[config.mk]
export PLATFORM = sky130hd
export DESIGN_NAME = axi_slave_wr_arbiter
export DESIGN_NICKNAME = d
export VERILOG_FILES = /design/src/rtl/axi_slave_wr_arbiter.sv
export SDC_FILE = /design/constraint.sdc
export NUM_CORES = 1
export LEC_CHECK = 0
export CAP_MARGIN = 20
export CORE_AREA = 8 8 172 174
export CTS_CLUSTER_DIAMETER = 150
export DETAILED_ROUTE_END_ITERATION = 8
export DIE_AREA = 0 0 180 182
export SLEW_MARGIN = 10
export SYNTH_ARGS = -nofsm -noshare
export SYNTH_HDL_FRONTEND = slang
export SYNTH_SLANG_ARGS = --single-unit
[constraint.sdc]
create_clock -name BUS_CLK -period 4 [get_ports BUS_CLK]
set_input_delay 0.6 -clock BUS_CLK [delete_from_list [all_inputs] [get_ports BUS_CLK]]
set_output_delay 0.6 -clock BUS_CLK [all_outputs]
set_load 0.05 [all_outputs]
[src/rtl/axi_slave_wr_arbiter.sv]
// rtl/axi_slave_wr_arbiter.sv - per-slave AXI write-channel arbiter (AW/W grant, ID prefix, B return routing)
//
// Optional build macro: AXI_WR_ARB_FIXED_PRIO_EN selects fixed priority (lowest index wins)
// instead of round-robin; the round-robin pointer is then held at 0.
//
// Ports:
//   BUS_CLK, BUS_RSTN            clock, synchronous active-low reset
//   M_WR_ADDR_* [N-1:0]          per-master AW channel (ID/ADDR/LEN/BURST/VALID in, READY out)
//   M_WR_DATA_* [N-1:0]          per-master W channel (DATA/STRB/LAST/VALID in, READY out)
//   M_WR_BACK_* [N-1:0]          per-master B channel (ID/RESP/VALID out, READY in)
//   S_WR_ADDR_*                  slave AW channel, ID = {grant index, master ID}
//   S_WR_DATA_*                  slave W channel, routed from the granted master
//   S_WR_BACK_*                  slave B channel, routed by the ID prefix
//   GRANT                        current/last granted master index

module axi_slave_wr_arbiter #(
    parameter int          M_ID       = 2,
    parameter int          M_WIDTH    = 2,
    parameter logic [31:0] START_ADDR = 32'h0000_0000,
    parameter logic [31:0] END_ADDR   = 32'h0FFF_FFFF,
    localparam int         N          = 1 << M_WIDTH
) (
    input  logic                        BUS_CLK,
    input  logic                        BUS_RSTN,

    input  logic [N-1:0][M_ID-1:0]      M_WR_ADDR_ID,
    input  logic [N-1:0][31:0]          M_WR_ADDR,
    input  logic [N-1:0][7:0]           M_WR_ADDR_LEN,
    input  logic [N-1:0][1:0]           M_WR_ADDR_BURST,
    input  logic [N-1:0]                M_WR_ADDR_VALID,
    output logic [N-1:0]                M_WR_ADDR_READY,

    input  logic [N-1:0][31:0]          M_WR_DATA,
    input  logic [N-1:0][3:0]           M_WR_STRB,
    input  logic [N-1:0]                M_WR_DATA_LAST,
    input  logic [N-1:0]                M_WR_DATA_VALID,
    output logic [N-1:0]                M_WR_DATA_READY,

    output logic [N-1:0][M_ID-1:0]      M_WR_BACK_ID,
    output logic [N-1:0][1:0]           M_WR_BACK_RESP,
    output logic [N-1:0]                M_WR_BACK_VALID,
    input  logic [N-1:0]                M_WR_BACK_READY,

    output logic [M_WIDTH+M_ID-1:0]     S_WR_ADDR_ID,
    output logic [31:0]                 S_WR_ADDR,
    output logic [7:0]                  S_WR_ADDR_LEN,
    output logic [1:0]                  S_WR_ADDR_BURST,
    output logic                        S_WR_ADDR_VALID,
    input  logic                        S_WR_ADDR_READY,

    output logic [31:0]                 S_WR_DATA,
    output logic [3:0]                  S_WR_STRB,
    output logic                        S_WR_DATA_LAST,
    output logic                        S_WR_DATA_VALID,
    input  logic                        S_WR_DATA_READY,

    input  logic [M_WIDTH+M_ID-1:0]     S_WR_BACK_ID,
    input  logic [1:0]                  S_WR_BACK_RESP,
    input  logic                        S_WR_BACK_VALID,
    output logic                        S_WR_BACK_READY,

    output logic [M_WIDTH-1:0]          GRANT
);

    typedef enum logic [1:0] {
        ST_IDLE    = 2'd0,
        ST_AW_W    = 2'd1,
        ST_W_ONLY  = 2'd2,
        ST_AW_ONLY = 2'd3
    } state_t;

    state_t              state;
    state_t              state_next;
    logic [M_WIDTH-1:0]  grant_q;
    logic [M_WIDTH-1:0]  grant_next;
    logic [M_WIDTH-1:0]  rr;
    logic [M_WIDTH-1:0]  rr_next;
    logic [M_WIDTH-1:0]  pick;
    logic                found;
    logic                load_aw;
    logic [N-1:0]        req;

    logic [M_ID-1:0]     aw_id_q;
    logic [31:0]         aw_addr_q;
    logic [7:0]          aw_len_q;
    logic [1:0]          aw_burst_q;

    logic                aw_phase;
    logic                w_phase;
    logic                aw_hs;
    logic                w_last_hs;

`ifndef AXI_WR_ARB_FIXED_PRIO_EN
    logic [M_WIDTH-1:0]  idx;
`endif

    // Window decode as one unsigned compare: addresses below START_ADDR wrap
    // to a large offset and fall outside the span.
    for (genvar i = 0; i < N; i++) begin : g_req
        assign req[i] = M_WR_ADDR_VALID[i] &&
                        ((M_WR_ADDR[i] - START_ADDR) <= (END_ADDR - START_ADDR));
    end

    assign aw_phase  = (state == ST_AW_W) || (state == ST_AW_ONLY);
    assign w_phase   = (state == ST_AW_W) || (state == ST_W_ONLY);
    assign aw_hs     = aw_phase && S_WR_ADDR_READY;
    assign w_last_hs = w_phase && M_WR_DATA_VALID[grant_q] &&
                       M_WR_DATA_LAST[grant_q] && S_WR_DATA_READY;

    // Next-state, grant selection and pointer update.
    always_comb begin
        state_next = state;
        grant_next = grant_q;
        rr_next    = rr;
        load_aw    = 1'b0;
        found      = 1'b0;
        pick       = '0;
`ifdef AXI_WR_ARB_FIXED_PRIO_EN
        for (int k = N - 1; k >= 0; k--) begin
            if (req[k]) begin
                pick = M_WIDTH'(k);
            end
        end
        found = |req;
`else
        idx = rr;
        for (int k = 0; k < N; k++) begin
            idx = rr + M_WIDTH'(k);
            if (!found && req[idx]) begin
                found = 1'b1;
                pick  = idx;
            end
        end
`endif

        case (state)
            ST_IDLE: begin
                if (found) begin
                    state_next = ST_AW_W;
                    grant_next = pick;
                    load_aw    = 1'b1;
`ifndef AXI_WR_ARB_FIXED_PRIO_EN
                    rr_next    = pick + 1'b1;
`endif
                end
            end
            ST_AW_W: begin
                if (aw_hs && w_last_hs) begin
                    state_next = ST_IDLE;
                end else if (aw_hs) begin
                    state_next = ST_W_ONLY;
                end else if (w_last_hs) begin
                    state_next = ST_AW_ONLY;
                end
            end
            ST_W_ONLY: begin
                if (w_last_hs) begin
                    state_next = ST_IDLE;
                end
            end
            ST_AW_ONLY: begin
                if (aw_hs) begin
                    state_next = ST_IDLE;
                end
            end
            default: state_next = ST_IDLE;
        endcase
    end

    always_ff @(posedge BUS_CLK) begin
        if (!BUS_RSTN) begin
            state      <= ST_IDLE;
            grant_q    <= '0;
            rr         <= '0;
            aw_id_q    <= '0;
            aw_addr_q  <= '0;
            aw_len_q   <= '0;
            aw_burst_q <= '0;
        end else begin
            state   <= state_next;
            grant_q <= grant_next;
            rr      <= rr_next;
            if (load_aw) begin
                aw_id_q    <= M_WR_ADDR_ID[pick];
                aw_addr_q  <= M_WR_ADDR[pick];
                aw_len_q   <= M_WR_ADDR_LEN[pick];
                aw_burst_q <= M_WR_ADDR_BURST[pick];
            end
        end
    end

    // AW comes from the registered payload; master READY is a pass-through of
    // slave READY so the master retires its AW on the slave handshake cycle.
    always_comb begin
        M_WR_ADDR_READY = '0;
        if (aw_phase) begin
            M_WR_ADDR_READY[grant_q] = S_WR_ADDR_READY;
        end
        S_WR_ADDR_VALID = aw_phase;
        S_WR_ADDR_ID    = {grant_q, aw_id_q};
        S_WR_ADDR       = aw_addr_q;
        S_WR_ADDR_LEN   = aw_len_q;
        S_WR_ADDR_BURST = aw_burst_q;
    end

    // W is a combinational mux from the granted master while W is still open.
    always_comb begin
        M_WR_DATA_READY = '0;
        if (w_phase) begin
            M_WR_DATA_READY[grant_q] = S_WR_DATA_READY;
        end
        S_WR_DATA       = M_WR_DATA[grant_q];
        S_WR_STRB       = M_WR_STRB[grant_q];
        S_WR_DATA_LAST  = w_phase && M_WR_DATA_LAST[grant_q];
        S_WR_DATA_VALID = w_phase && M_WR_DATA_VALID[grant_q];
    end

    // B return is stateless: the ID prefix selects the destination master.
    always_comb begin
        M_WR_BACK_VALID = '0;
        M_WR_BACK_VALID[S_WR_BACK_ID[M_WIDTH+M_ID-1:M_ID]] = S_WR_BACK_VALID;
        for (int i = 0; i < N; i++) begin
            M_WR_BACK_ID[i]   = S_WR_BACK_ID[M_ID-1:0];
            M_WR_BACK_RESP[i] = S_WR_BACK_RESP;
        end
        S_WR_BACK_READY = M_WR_BACK_READY[S_WR_BACK_ID[M_WIDTH+M_ID-1:M_ID]];
    end

    assign GRANT = grant_q;

endmodule

==> metrics.txt, run 1 <==
setup violators final 0; Setup crit start kind input port; initial core utilization a little under a fifth; setup bufs post-CTS 0; area delta synth->final 98.6%; final hold vios 0; PortBufs 442; CTS Sinks 50; Crit path max-delay family compound AO/OA/AOI/OAI gates; Total GRT Usage 16.1%; Max Cap Viol 0; most used flip-flop cell after synthesis dfxtp_1; initial DRC count roughly 220; Worst path max stage delay about 0.74 ns; post-synthesis average cell area between 9 and 10 µm²; relative slew slack between 30% and 40%; hpwl dp 22.4 mm; worst-path cell chain clkdlybuf4s50_1 -> or3_4 -> or3b_4 -> o21a_1 -> o22ai_4 -> buf_4 -> a211oi_1 -> o31ai_1; clock period minus final worst setup slack 3.24 ns; Worst Path Required 4.20 ns; setup_tns 0 ns; CTS clk-pin slew, worst paths 0.07 ns; DR pass1 iterations 4; Crit Path Max Fanout 24; CTS Buffer Depth 2; Die X roughly 180 µm; fill count 2,701; wire per inst between 20 and 25 µm; H-tree depth 2; Slew Limit Fails 0; TritonCTS buffer count 5; largest net degree at the start of global routing 82; Leak between 3 and 4 nW; CTS resizes 0; Synthesis Warnings 0; FMAX between 0.3 and 0.4 GHz; Finished Core Util 36.1%; Core Region around 27,000 µm²; vias in the first global route 6,568; Gate Count Post-Synth between 400 and 500; Post-Syn Nets between 800 and 900; slowest stage cell, crit path o22ai_4; Clk Latency, worst-skew pair roughly 0.3 ns; final RePlAce weighted congestion 0.822; Post-layout nets roughly 1,200; final WL 27.9 mm; FF+latch count, synth 50; layout cells sized above 1 13.2%; Worst EP arrival around 3.4 ns; CTS Root Cell clkbuf_16; Register Area 1000 µm²; CTS tree done; Seq/Total Area, Yosys about a fifth; Hold WC Path Type flop to flop; FP Rows 60; initial antenna violation count 4; Top Ports ~460; status completed; Worst Tran Pin Value roughly 0.98 ns; Mapped Area 4840 µm²; Worst Path Buf+Inv 2; Final ANT Viol Nets 0; Synth cell types 45; remaining routing DRC violations 0; Clock Skew approximately 0.010 ns; Die Y between 150 and 200 µm; fin cells 1,221; Vias/cell 4.82; Async SR Flop Fraction 0%; Post-synth EDFFs 0; RSZ-0062 raised after global routing false; Multi-input gate area 3390 µm²; PwrDens between 200 and 250 nW/µm²; die area ~33,000 µm²; hold_buf cts 0; VDD IR max about 0.15 mV; global route overflow 0; Tcrit/Tclk final roughly 81%; via count around 5,900; placed insts roughly 1,200; Crit. End Element flop; WS Path Type input port to flop; first-pass GRT wire length between 40 and 50 mm
final timing paths:
path	cells past startpoint	slack, ns	start	endpoint
worst max-delay path	8	0.76	M_WR_ADDR[28]	S_WR_ADDR[16]
worst min register to register	2	0.45	S_WR_ADDR[14]	S_WR_ADDR[14]
worst min-delay path	2	0.45	S_WR_ADDR[14]	S_WR_ADDR[14]
worst max register to register	6	1.51	rr[1]	S_WR_ADDR[23]
power breakdown:
part / switching [mW] / internal, mW / total, mW
sequential: 0.0221 / 0.526 / 0.548
combinational: 0.465 / 0.527 / 0.992
clock: 0.201 / 0.297 / 0.498
total: 0.688 / 1.35 / 2.04
worst min-delay path: cells and delay by family, from the launching register on:
family / cells / cell delay, ns
DFF: 1 / 0.31
and+or+nand+nor: 1 / 0.05
AOI/OAI and AO/OA: 1 / 0.05
synthesized netlist by cell type (all sizes together) (6+ instances only):
master | n | area share, %
nor2 | 15 | 1.2
dfxtp | 50 | 21
o31ai | 41 | 6.4
mux4 | 39 | 18
o31a | 79 | 14
a211oi | 83 | 17
clkbuf | 35 | 2.7
nand2 | 51 | 4.0
inv | 6 | 0.47
and2 | 7 | 0.90
buf | 45 | 6.6
cell usage in the layout, fill, tap and decap left out, types with 3 or more instances in the layout:
master / n
ha_1: 4
a211oi_1: 46
buf_4: 13
clkbuf_16: 5
dfxtp_1: 48
clkdlybuf4s50_1: 442
nand2_1: 50
buf_12: 4
and2_1: 7
mux4_2: 39
inv_1: 6
a211oi_2: 37
o31a_1: 79
nor2_1: 14
o21ai_0: 3
o31ai_1: 41
per-stage QoR:
step	total power, mW	hold slack, ns	setup WS (ns)	cell area [µm²]
after floorplan	1.07	0.505	1.09	4840
after global placement	1.55	0.435	0.519	9450
after detailed placement	1.56	0.439	0.437	9450
after CTS	2.07	0.450	0.724	9610
after global routing	2.13	0.477	0.630	9610
final	2.04	0.445	0.761	9610
routing by layer:
metal / vias up / track usage, % / wire length, µm
met5: - / 0 / 39
met4: 6 / 5.04 / 724
met3: 38 / 5.85 / 2440
met2: 315 / 29.5 / 14200
met1: 2777 / 17.1 / 10500
li1: 2754 / - / -
cells by family (layout without fill, tap and decap cells):
| kind of cell | Yosys count | in the layout | share of synthesized area (%) |
|---|---|---|---|
| mux | 41 | 41 | 18.6 |
| compound gates | 218 | 218 | 40.1 |
| xor+xnor | 1 | 1 | 0.181 |
| other cells | 0 | 1 | 0 |
| fa+ha+maj | 4 | 4 | 1.03 |
| buf+inv | 86 | 473 | 9.80 |
| simple gates | 92 | 92 | 9.67 |
| flops | 50 | 50 | 20.7 |
layout make-up:
cell class / instances / share of cell area [%]
inverters: 6 / 0.234
clock buffers: 7 / 1.38
diodes: 1 / 0.0260
repair buffers: 459 / 47.9
well taps: 341 / 4.44
flip-flops and latches: 50 / 10.4
clock inverters: 1 / 0.312
multi-input cells: 356 / 35.3
flip-flops by register name, indices dropped and copies added, names as in the netlist:
register / count
S_WR_ADDR_LEN: 8
S_WR_ADDR_BURST: 2
state: 2
S_WR_ADDR: 32
aw_id_q: 2
rr: 2
GRANT: 2
Power figures use the tool's default switching activity.
==> inputs of run 2 (changes only) <==
--- a/config.mk
+++ b/config.mk
@@ -6,10 +6,10 @@
 export NUM_CORES = 1
 export LEC_CHECK = 0
 export CAP_MARGIN = 20
-export CORE_AREA = 8 8 172 174
+export CORE_AREA = 8 8 176 178
 export CTS_CLUSTER_DIAMETER = 150
 export DETAILED_ROUTE_END_ITERATION = 8
-export DIE_AREA = 0 0 180 182
+export DIE_AREA = 0 0 184 186
 export SLEW_MARGIN = 10
 export SYNTH_ARGS = -nofsm -noshare
 export SYNTH_HDL_FRONTEND = slang
==> constraint.sdc (replaced) <==
create_clock -name BUS_CLK -period 2.59 [get_ports BUS_CLK]
set_input_delay 0.3885 -clock BUS_CLK [delete_from_list [all_inputs] [get_ports BUS_CLK]]
set_output_delay 0.3885 -clock BUS_CLK [all_outputs]
set_load 0.05 [all_outputs]
==> run 2 against run 1 <==
- via count increased by 3.9%
- highest routed layer unchanged
- count of clock-buffer cells in the layout fell by 1
- clock skew shrank 0.0036 ns
- flip-flop and latch count did not move
- first-iteration DRC count increased by 4.5%
- utilization rose by 0.51 points
==> metrics.txt, run 2 (same netlist as run 1, synthesis figures left out) <==
area delta synth->final 113%; placed instance area roughly 10000 µm²; Total GRT Usage 16.6%; commonest non-fill, non-tap cell in the layout clkdlybuf4s50_1; final RePlAce weighted congestion roughly 0.83; Crit Path Max Fanout 18; global route overflow 0; CTS Buffer Depth 2; Hold WC Path Type flop to flop; Worst path max stage delay roughly 0.44 ns; DR pass1 iterations 5; Worst Path Required about 2.8 ns; Largest register FFs 32; PortBufs approximately 440; Final ANT Viol Nets 0; hold_buf cts 0; fin cells roughly 1,300; Die Y between 150 and 200 µm; status completed; Clock Skew ~0.0066 ns; worst-path cell chain clkdlybuf4s50_1 -> nor4_4 -> buf_4 -> nand2_2 -> buf_4 -> nor3_4 -> buf_6 -> nor3_4 -> buf_12 -> buf_12 -> clkbuf_16 -> a211oi_1 -> o31ai_1; Setup crit start kind input port; Top Ports about 460; Tot Pwr 3.19 mW; Max Cap Viol 0; CTS Root Cell clkbuf_16; CTS clk-pin slew, worst paths 0.07 ns; first-pass GRT wire length between 40 and 50 mm; initial antenna violation count 6; Post-layout nets 1,281; WS Path Type input port to flop; clock period minus final worst setup slack approximately 2.6 ns; most frequent cells in the layout 389 x clkdlybuf4s50_1, 88 x buf_4, 79 x o31a_1, 49 x nand2_1, 48 x dfxtp_1; Vias/cell 4.64; fill count approximately 2,900; finished layout cell area 10,300 µm²; die area between 30,000 and 40,000 µm²; remaining routing DRC violations 0; slowest stage cell, crit path clkdlybuf4s50_1; relative slew slack 54.6%; vias in the first global route just under 7,000; FP Rows 62; PwrDens 309 nW/µm²; largest net degree at the start of global routing 43; FMAX 0.391 GHz; wire per inst around 23 µm; layout cells sized above 1 between 20% and 30%; via count between 6,000 and 7,000; CTS tree done; initial core utilization ~17%; H-tree depth 2; VDD IR max between 0.2 and 0.3 mV; Die X about 180 µm; final hold vios 0; setup violators final 0; setup_tns 0 ns; initial DRC count ~230; Tcrit/Tclk final between 90% and 100%; Core Region 28,200 µm²; CTS Sinks 50; Leak ~3.5 nW; Slew Limit Fails 0; RSZ-0062 raised after global routing true; hpwl dp 25.4 mm; TritonCTS buffer count 5; Worst EP arrival between 2 and 3 ns; final WL ~30 mm; Crit. End Element flop; Worst Tran Pin Value 0.679 ns; placed insts between 1,000 and 1,500; Clk Latency, worst-skew pair about 0.3 ns
## run 2: worst paths after layout
check	cells after the start	from	endpoint	slack, ns
worst max-delay path	13	M_WR_ADDR[94]	S_WR_ADDR[23]	0.03
worst min-delay path	2	S_WR_ADDR[27]	S_WR_ADDR[27]	0.45
worst max register to register	6	rr[1]	S_WR_ADDR[14]	0.48
worst min register to register	2	S_WR_ADDR[27]	S_WR_ADDR[27]	0.45
## run 2: through the flow
stage               setup slack (ns)  util [%]  hold WS (ns)
floorplan                     0.0284         -         0.505
global placement              -0.263      35.4         0.434
detailed placement            -0.275      35.4         0.439
CTS                           0.0391      35.9         0.456
global route                 -0.0224      36.6         0.472
finish                        0.0312      36.6         0.452
## run 2: timing repair
| item | in CTS | in global routing |
|---|---|---|
| endpoints found under the setup margin | 0 | 33 |
| setup buffers | 0 | 4 |
| resized for setup | 0 | 11 |
## run 2: final cells by class
class | instances | area, µm² | area share, %
clock inverter | 2 | 12.5 | 0.121
tap | 384 | 480 | 4.65
inverter | 6 | 22.5 | 0.218
sequential | 50 | 1000 | 9.72
multi-input combinational | 356 | 3440 | 33.3
antenna | 3 | 7.51 | 0.0727
timing repair buffer | 511 | 5220 | 50.5
clock buffer | 6 | 139 | 1.34
## run 2: report_power, final
part | switching [mW] | internal [mW]
combinational | 0.757 | 0.876
clock | 0.332 | 0.384
sequential | 0.0325 | 0.812
## run 2: metal layers
metal	global-route usage (%)	up-vias	wire length (µm)
li1	-	2869	-
met5	0	-	34
met1	17.1	2884	10800
met3	7.05	27	3440
met2	30.5	338	15700
met4	4.13	4	466
## run 2: worst max-delay path, delay by kind of cell
family,cells,cell delay (ns)
AND/OR/NAND/NOR,4,0.62
buffers and inverters,7,1.32
AO/OA/AOI/OAI,2,0.42
==> RTL change 1, RTL diff (settings of run 2) <==
Change the parameter `M_WIDTH` from 2 to 1.
--- a/src/rtl/axi_slave_wr_arbiter.sv
+++ b/src/rtl/axi_slave_wr_arbiter.sv
@@ -15,7 +15,7 @@
 
 module axi_slave_wr_arbiter #(
     parameter int          M_ID       = 2,
-    parameter int          M_WIDTH    = 2,
+    parameter int          M_WIDTH    = 1,
     parameter logic [31:0] START_ADDR = 32'h0000_0000,
     parameter logic [31:0] END_ADDR   = 32'h0FFF_FFFF,
     localparam int         N          = 1 << M_WIDTH
Ports: changed (18 resized); port bits go from 463 to 278. The function was not compared with the original's and may differ.
==> RTL change 1 against run 2 <==
Wire length fell by 55%; via count fell by 49%; worst setup slack improved by 130 ps; critical endpoint is now S_WR_ADDR_VALID; die area did not move; area after synthesis fell by 47%; design area fell by 45%; global-route usage fell by 9.1 points; sequential cell count fell by 2; total power fell by 28%; sequential power fell by 8.4%; critical path type is now flop to output pin; largest cell class unchanged.
==> RTL change 1: results (changes against run 2) <==
STA:
- The slew at the pin closest to its max-slew limit came to 724 ps (+44.7 ps).
- The final clock skew was 7.46 ps (+0.868 ps).
- The final total negative setup slack was 0 ps (unchanged).

Clocking:
- The quantity of gates resized following cts is 0 (unchanged).
- The worst-case clock buffer depth is 2 (unchanged).
- The root buffer selected by CTS is clkbuf_16.
- The total CTS buffers is 5 (unchanged).
- The clock-pin transition on the worst setup and hold timing paths is 70 ps (about the same).
- The clock latency of the later-clocked register in the worst-skew pair is 300 ps (about the same).
- The post-CTS setup-driven buffer insertion count is 0 (unchanged).
- The CTS H-tree depth came to 2 (unchanged).

Yosys:
- After synthesis, the most frequently instantiated cells are dfxtp_1, nor2b_1, a222oi_1.
- The share of flip-flops with an asynchronous set or reset after synthesis is 0% (unchanged).
- The yosys synthesis warning count was 0 (unchanged).
- The average cell area after synthesis is 10.4 um^2 (+5.4%).
- The share of synthesized area occupied by flip-flops and latches is 37.2% (+17 points).
- The count of cell types in the netlist is 29 (-36%).
- The number of nets produced by synthesis came to 432 (-49%).
- By area the synthesized netlist is led by dfxtp_1, mux2_2, a222oi_1, nor2b_1, buf_4.

GRT:
- The maximum number of pins on one net before global-route repair is 42 (-2.3%).
- The global-route wire length before repair is 19.4 mm (-55%).
- The number of antenna violations at the first check in global routing is 3 (-3).
- The aggregate global-route resource usage is 7.43% (-9.1 points).
- The via count of the first global-routing pass came to 3,449 (-49%).

Place:
- The sum of net half-perimeters after detailed placement was 11.0 mm (-57%).
- The weighted congestion at the end of routability-driven global placement is 0.761 (-8.0%).
- The area after detailed placement was 5530 um^2 (-45%).
- The number of buffer cells added on primary ports was 265 (-40%).

Worst setup path:
- The critical path data arrival time is 2040 ps (-710 ps).
- The worst reg-to-reg path cell count is 6 (unchanged).
- The critical-path maximum fanout came to 4 (-14).

Power and ir drop:
- The leakage power figure came to 2.00 nW (-44%).
- The maximum vdd drop is 0.204 mV (-29%).

Route:
- The detailed-route via count is 3,103 (-49%).
- The violation count after the first detailed-routing iteration was 204 (-12%).
- The average wire per standard cell is 15.4 um (-33%).
- The count of TritonRoute iterations in the first routing pass is 6 (+1).

Final layout:
- The final net count is 678 (-47%).
- The proportion of layout cells with a drive suffix above 1 is 20.8% (-3.8 points).
- The total inserted antenna cells came to 0 (-3).
- The flip-flop count of the largest register after layout was 32 (unchanged).

Hold path:
- The worst hold path stage count came to 1 (-1).
- The class of the most critical hold timing path is flop to flop.

Status:
- The run finished with clean final reports.
[RTL change 1: cells by family (layout without fill, tap and decap cells)]
kind of cell               after synthesis  in the layout  share of synthesized area [%]
DFF                                     48             48                           37.2
adders and majority gates                5              5                           2.42
AOI/OAI and AO/OA                       51             51                           18.8
and+or+nand+nor                         71             71                           16.7
buffers and inverters                   34            281                           7.56
muxes                                   40             40                           17.3
[RTL change 1: per-layer routing]
metal / part of all wire [%] / track usage [%]
met1: 35 / 7.29
met2: 47 / 12.7
met3: 16 / 4.78
met4: 2.0 / 2.29
met5: 0.17 / 0
[RTL change 1: critical path, cell delays in order (launching register included)]
cell and delay (ps):
dfxtp_1 390, inv_1 100, ha_1 230, or2_2 320, clkdlybuf4s50_1 710
[RTL change 1: worst paths after layout]
kind	endpoint	slack (ps)	start
setup / recovery	S_WR_ADDR_VALID	160	state[1]$_SDFFE_PN0P_
hold / removal	S_WR_ADDR[31]$_SDFFE_PN0P_	480	S_WR_ADDR[31]$_SDFFE_PN0P_
setup reg to reg	state[1]$_SDFFE_PN0P_	450	state[0]$_SDFFE_PN0P_
hold reg to reg	S_WR_ADDR[31]$_SDFFE_PN0P_	480	S_WR_ADDR[31]$_SDFFE_PN0P_
[RTL change 1: area by class of cell]
type	instances	area, um^2
Clock buffer	5	125
Fill cell	3131	22600
Timing Repair Buffer	271	2630
Multi-Input combinational cell	167	1450
Inverter	2	7.51
Clock inverter	3	22.5
Sequential cell	48	962
Tap cell	384	480
[RTL change 1: where the power goes]
part,internal (mW),switching [mW],total (mW)
Sequential,0.759,0.0150,0.774
Combinational,0.427,0.411,0.838
Clock,0.362,0.317,0.680
[RTL change 1: metrics by stage]
step,hold WS [ps],std cells,setup WS [ps]
finish,485,880,162
global route,496,880,77.3
CTS,489,880,129
detailed placement,474,872,172
global placement,469,872,190
floorplan,468,249,16.5
==> RTL change 2, RTL diff (config.mk and constraints of run 2) <==
Made on the original files. Re-encode `state_t` (4 states) as one-hot, 4 bits wide.
--- a/src/rtl/axi_slave_wr_arbiter.sv
+++ b/src/rtl/axi_slave_wr_arbiter.sv
@@ -62,11 +62,11 @@
     output logic [M_WIDTH-1:0]          GRANT
 );
 
-    typedef enum logic [1:0] {
-        ST_IDLE    = 2'd0,
-        ST_AW_W    = 2'd1,
-        ST_W_ONLY  = 2'd2,
-        ST_AW_ONLY = 2'd3
+    typedef enum logic [3:0] {
+        ST_IDLE    = 4'b0001,
+        ST_AW_W    = 4'b0010,
+        ST_W_ONLY  = 4'b0100,
+        ST_AW_ONLY = 4'b1000
     } state_t;
 
     state_t              state;
Formal check against the unedited RTL: same outputs for any inputs over 4 cycles, from zero or initial values and one cycle with BUS_RSTN low; so few cycles prove little.
==> RTL change 2 against run 2 <==
Non-clock buffer count down 26; sequential cell count is 2 higher; die area stayed put; maximum frequency is 3.8% higher; wire length shrank 20%; hold slack improved by 8.1 ps; sequential share of layout area increased by 1.1 points; sequential power up 2%; total power decreased by 7.2%; largest cell class unchanged; via count shrank 19%; design area fell by 6.5%; area after synthesis fell by 7.0%; synthesized cell count down 21%; worst setup slack improved by 93 ps; highest routed layer is now met4.
==> RTL change 2: results (changes against run 2) <==
Status:
- The run finished with clean final reports.

Yosys:
- The share of synthesized area occupied by flip-flops and latches was 23.1% (+2.4 points).
- The average cell area after synthesis came to 11.6 um^2 (+18%).
- In the post-synthesis netlist, the biggest area contributors are dfxtp_1, mux4_2, mux2i_1, o221ai_2, nand2_2.
- After synthesis, the most frequently instantiated cells are mux2i_1, dfxtp_1, nand2_2, o221ai_2, mux4_2.
- The number of nets produced by synthesis is 736 (-13%).
- The count of cell types in the netlist is 42 (-6.7%).

Place:
- The sum of net half-perimeters after detailed placement was 21.6 mm (-15%).
- The worst slack at placement was -264 ps (+11.0 ps).
- The area after detailed placement is 9450 um^2 (-5.4%).

GRT:
- The aggregate global-route resource usage is 13.7% (-2.9 points).
- The global-route met2 utilization came to 25.4% (-5.1 points).
- The met3 usage in global routing is 5.97% (-1.1 points).
- The number of antenna violations at the first check in global routing was 0 (-6).
- The via count of the first global-routing pass is 5,745 (-15%).
- The maximum number of pins on one net before global-route repair came to 41 (-4.7%).
- The fraction of met1 tracks used by global routing is 14.1% (-3.0 points).

STA:
- The headroom to the max-slew limit came to 63.2% (+8.7 points).
- The final clock skew is 7.18 ps (+0.589 ps).

Worst setup path:
- The critical path starts at M_WR_ADDR[31].
- For this design, the slowest cell found on the critical path is or4b_4.
- The worst stage delay on the critical path is 580 ps (+140 ps).
- The critical-path maximum fanout was 40 (+22).
- The critical path data arrival time is 2690 ps (-60 ps).
- The launching point of the worst reg2reg path is rr[0]$_SDFFE_PN0P_.

Hold path:
- The worst min-delay path startpoint is S_WR_ADDR[30]$_SDFFE_PN0P_.

Route:
- The met2 wire length is 12.9 mm (-18%).
- The count of TritonRoute iterations in the first routing pass is 4 (-1).
- The violation count after the first detailed-routing iteration is 82 (-65%).
- The post-route met1 wirelength is 8.63 mm (-20%).
- The amount of wire on met3 after detailed routing came to 2.67 mm (-23%).
- The uppermost layer routed is met4.
- The total wirelength of the detailed-routed design is 24.5 mm (-20%).

Final layout:
- The share of final layout cell area taken by non-clock buffers was 49.7% (-0.79 points).
- The non-filler instance count after layout was 1,215 (-7.8%).
- The fill cell total of the finished layout was 2,902 (+0.83%).
- The total inserted antenna cells is 0 (-3).
- The number of sequential cells in the layout came to 52 (+4.0%).
- The proportion of layout cells with a drive suffix above 1 is 29.0% (+4.4 points).
- The number of clock-tree buffers in the layout is 7 (+1).

Power and ir drop:
- The leakage power figure is 3.91 nW (+10%).
- The total power per unit cell area is 307 nW/um^2 (-0.80%).
-- RTL change 2: cell families (layout without fill, tap and decap cells) --
logic type	after synthesis	in the layout	synth area share, %
buffers and inverters	53	495	8.36
muxes	120	120	37.5
DFF	52	52	23.1
xor gates and xnor gates	1	1	0.195
and+or+nand+nor	101	101	13.6
AOI/OAI and AO/OA	62	62	17.3
-- RTL change 2: where the power goes --
group	switching [mW]	leakage, nW	internal (mW)
clock	0.330	0.0901	0.511
sequential	0.0307	0.423	0.834
combinational	0.536	3.39	0.722
total	0.897	3.91	2.07
-- RTL change 2: final timing paths --
path | slack, ps | endpoint | cells after the start
setup reg to reg | 640 | S_WR_ADDR[6]$_SDFFE_PN0P_ | 7
hold / removal | 460 | S_WR_ADDR[30]$_SDFFE_PN0P_ | 1
setup / recovery | 120 | S_WR_ADDR[6]$_SDFFE_PN0P_ | 8
hold reg to reg | 460 | S_WR_ADDR[30]$_SDFFE_PN0P_ | 1
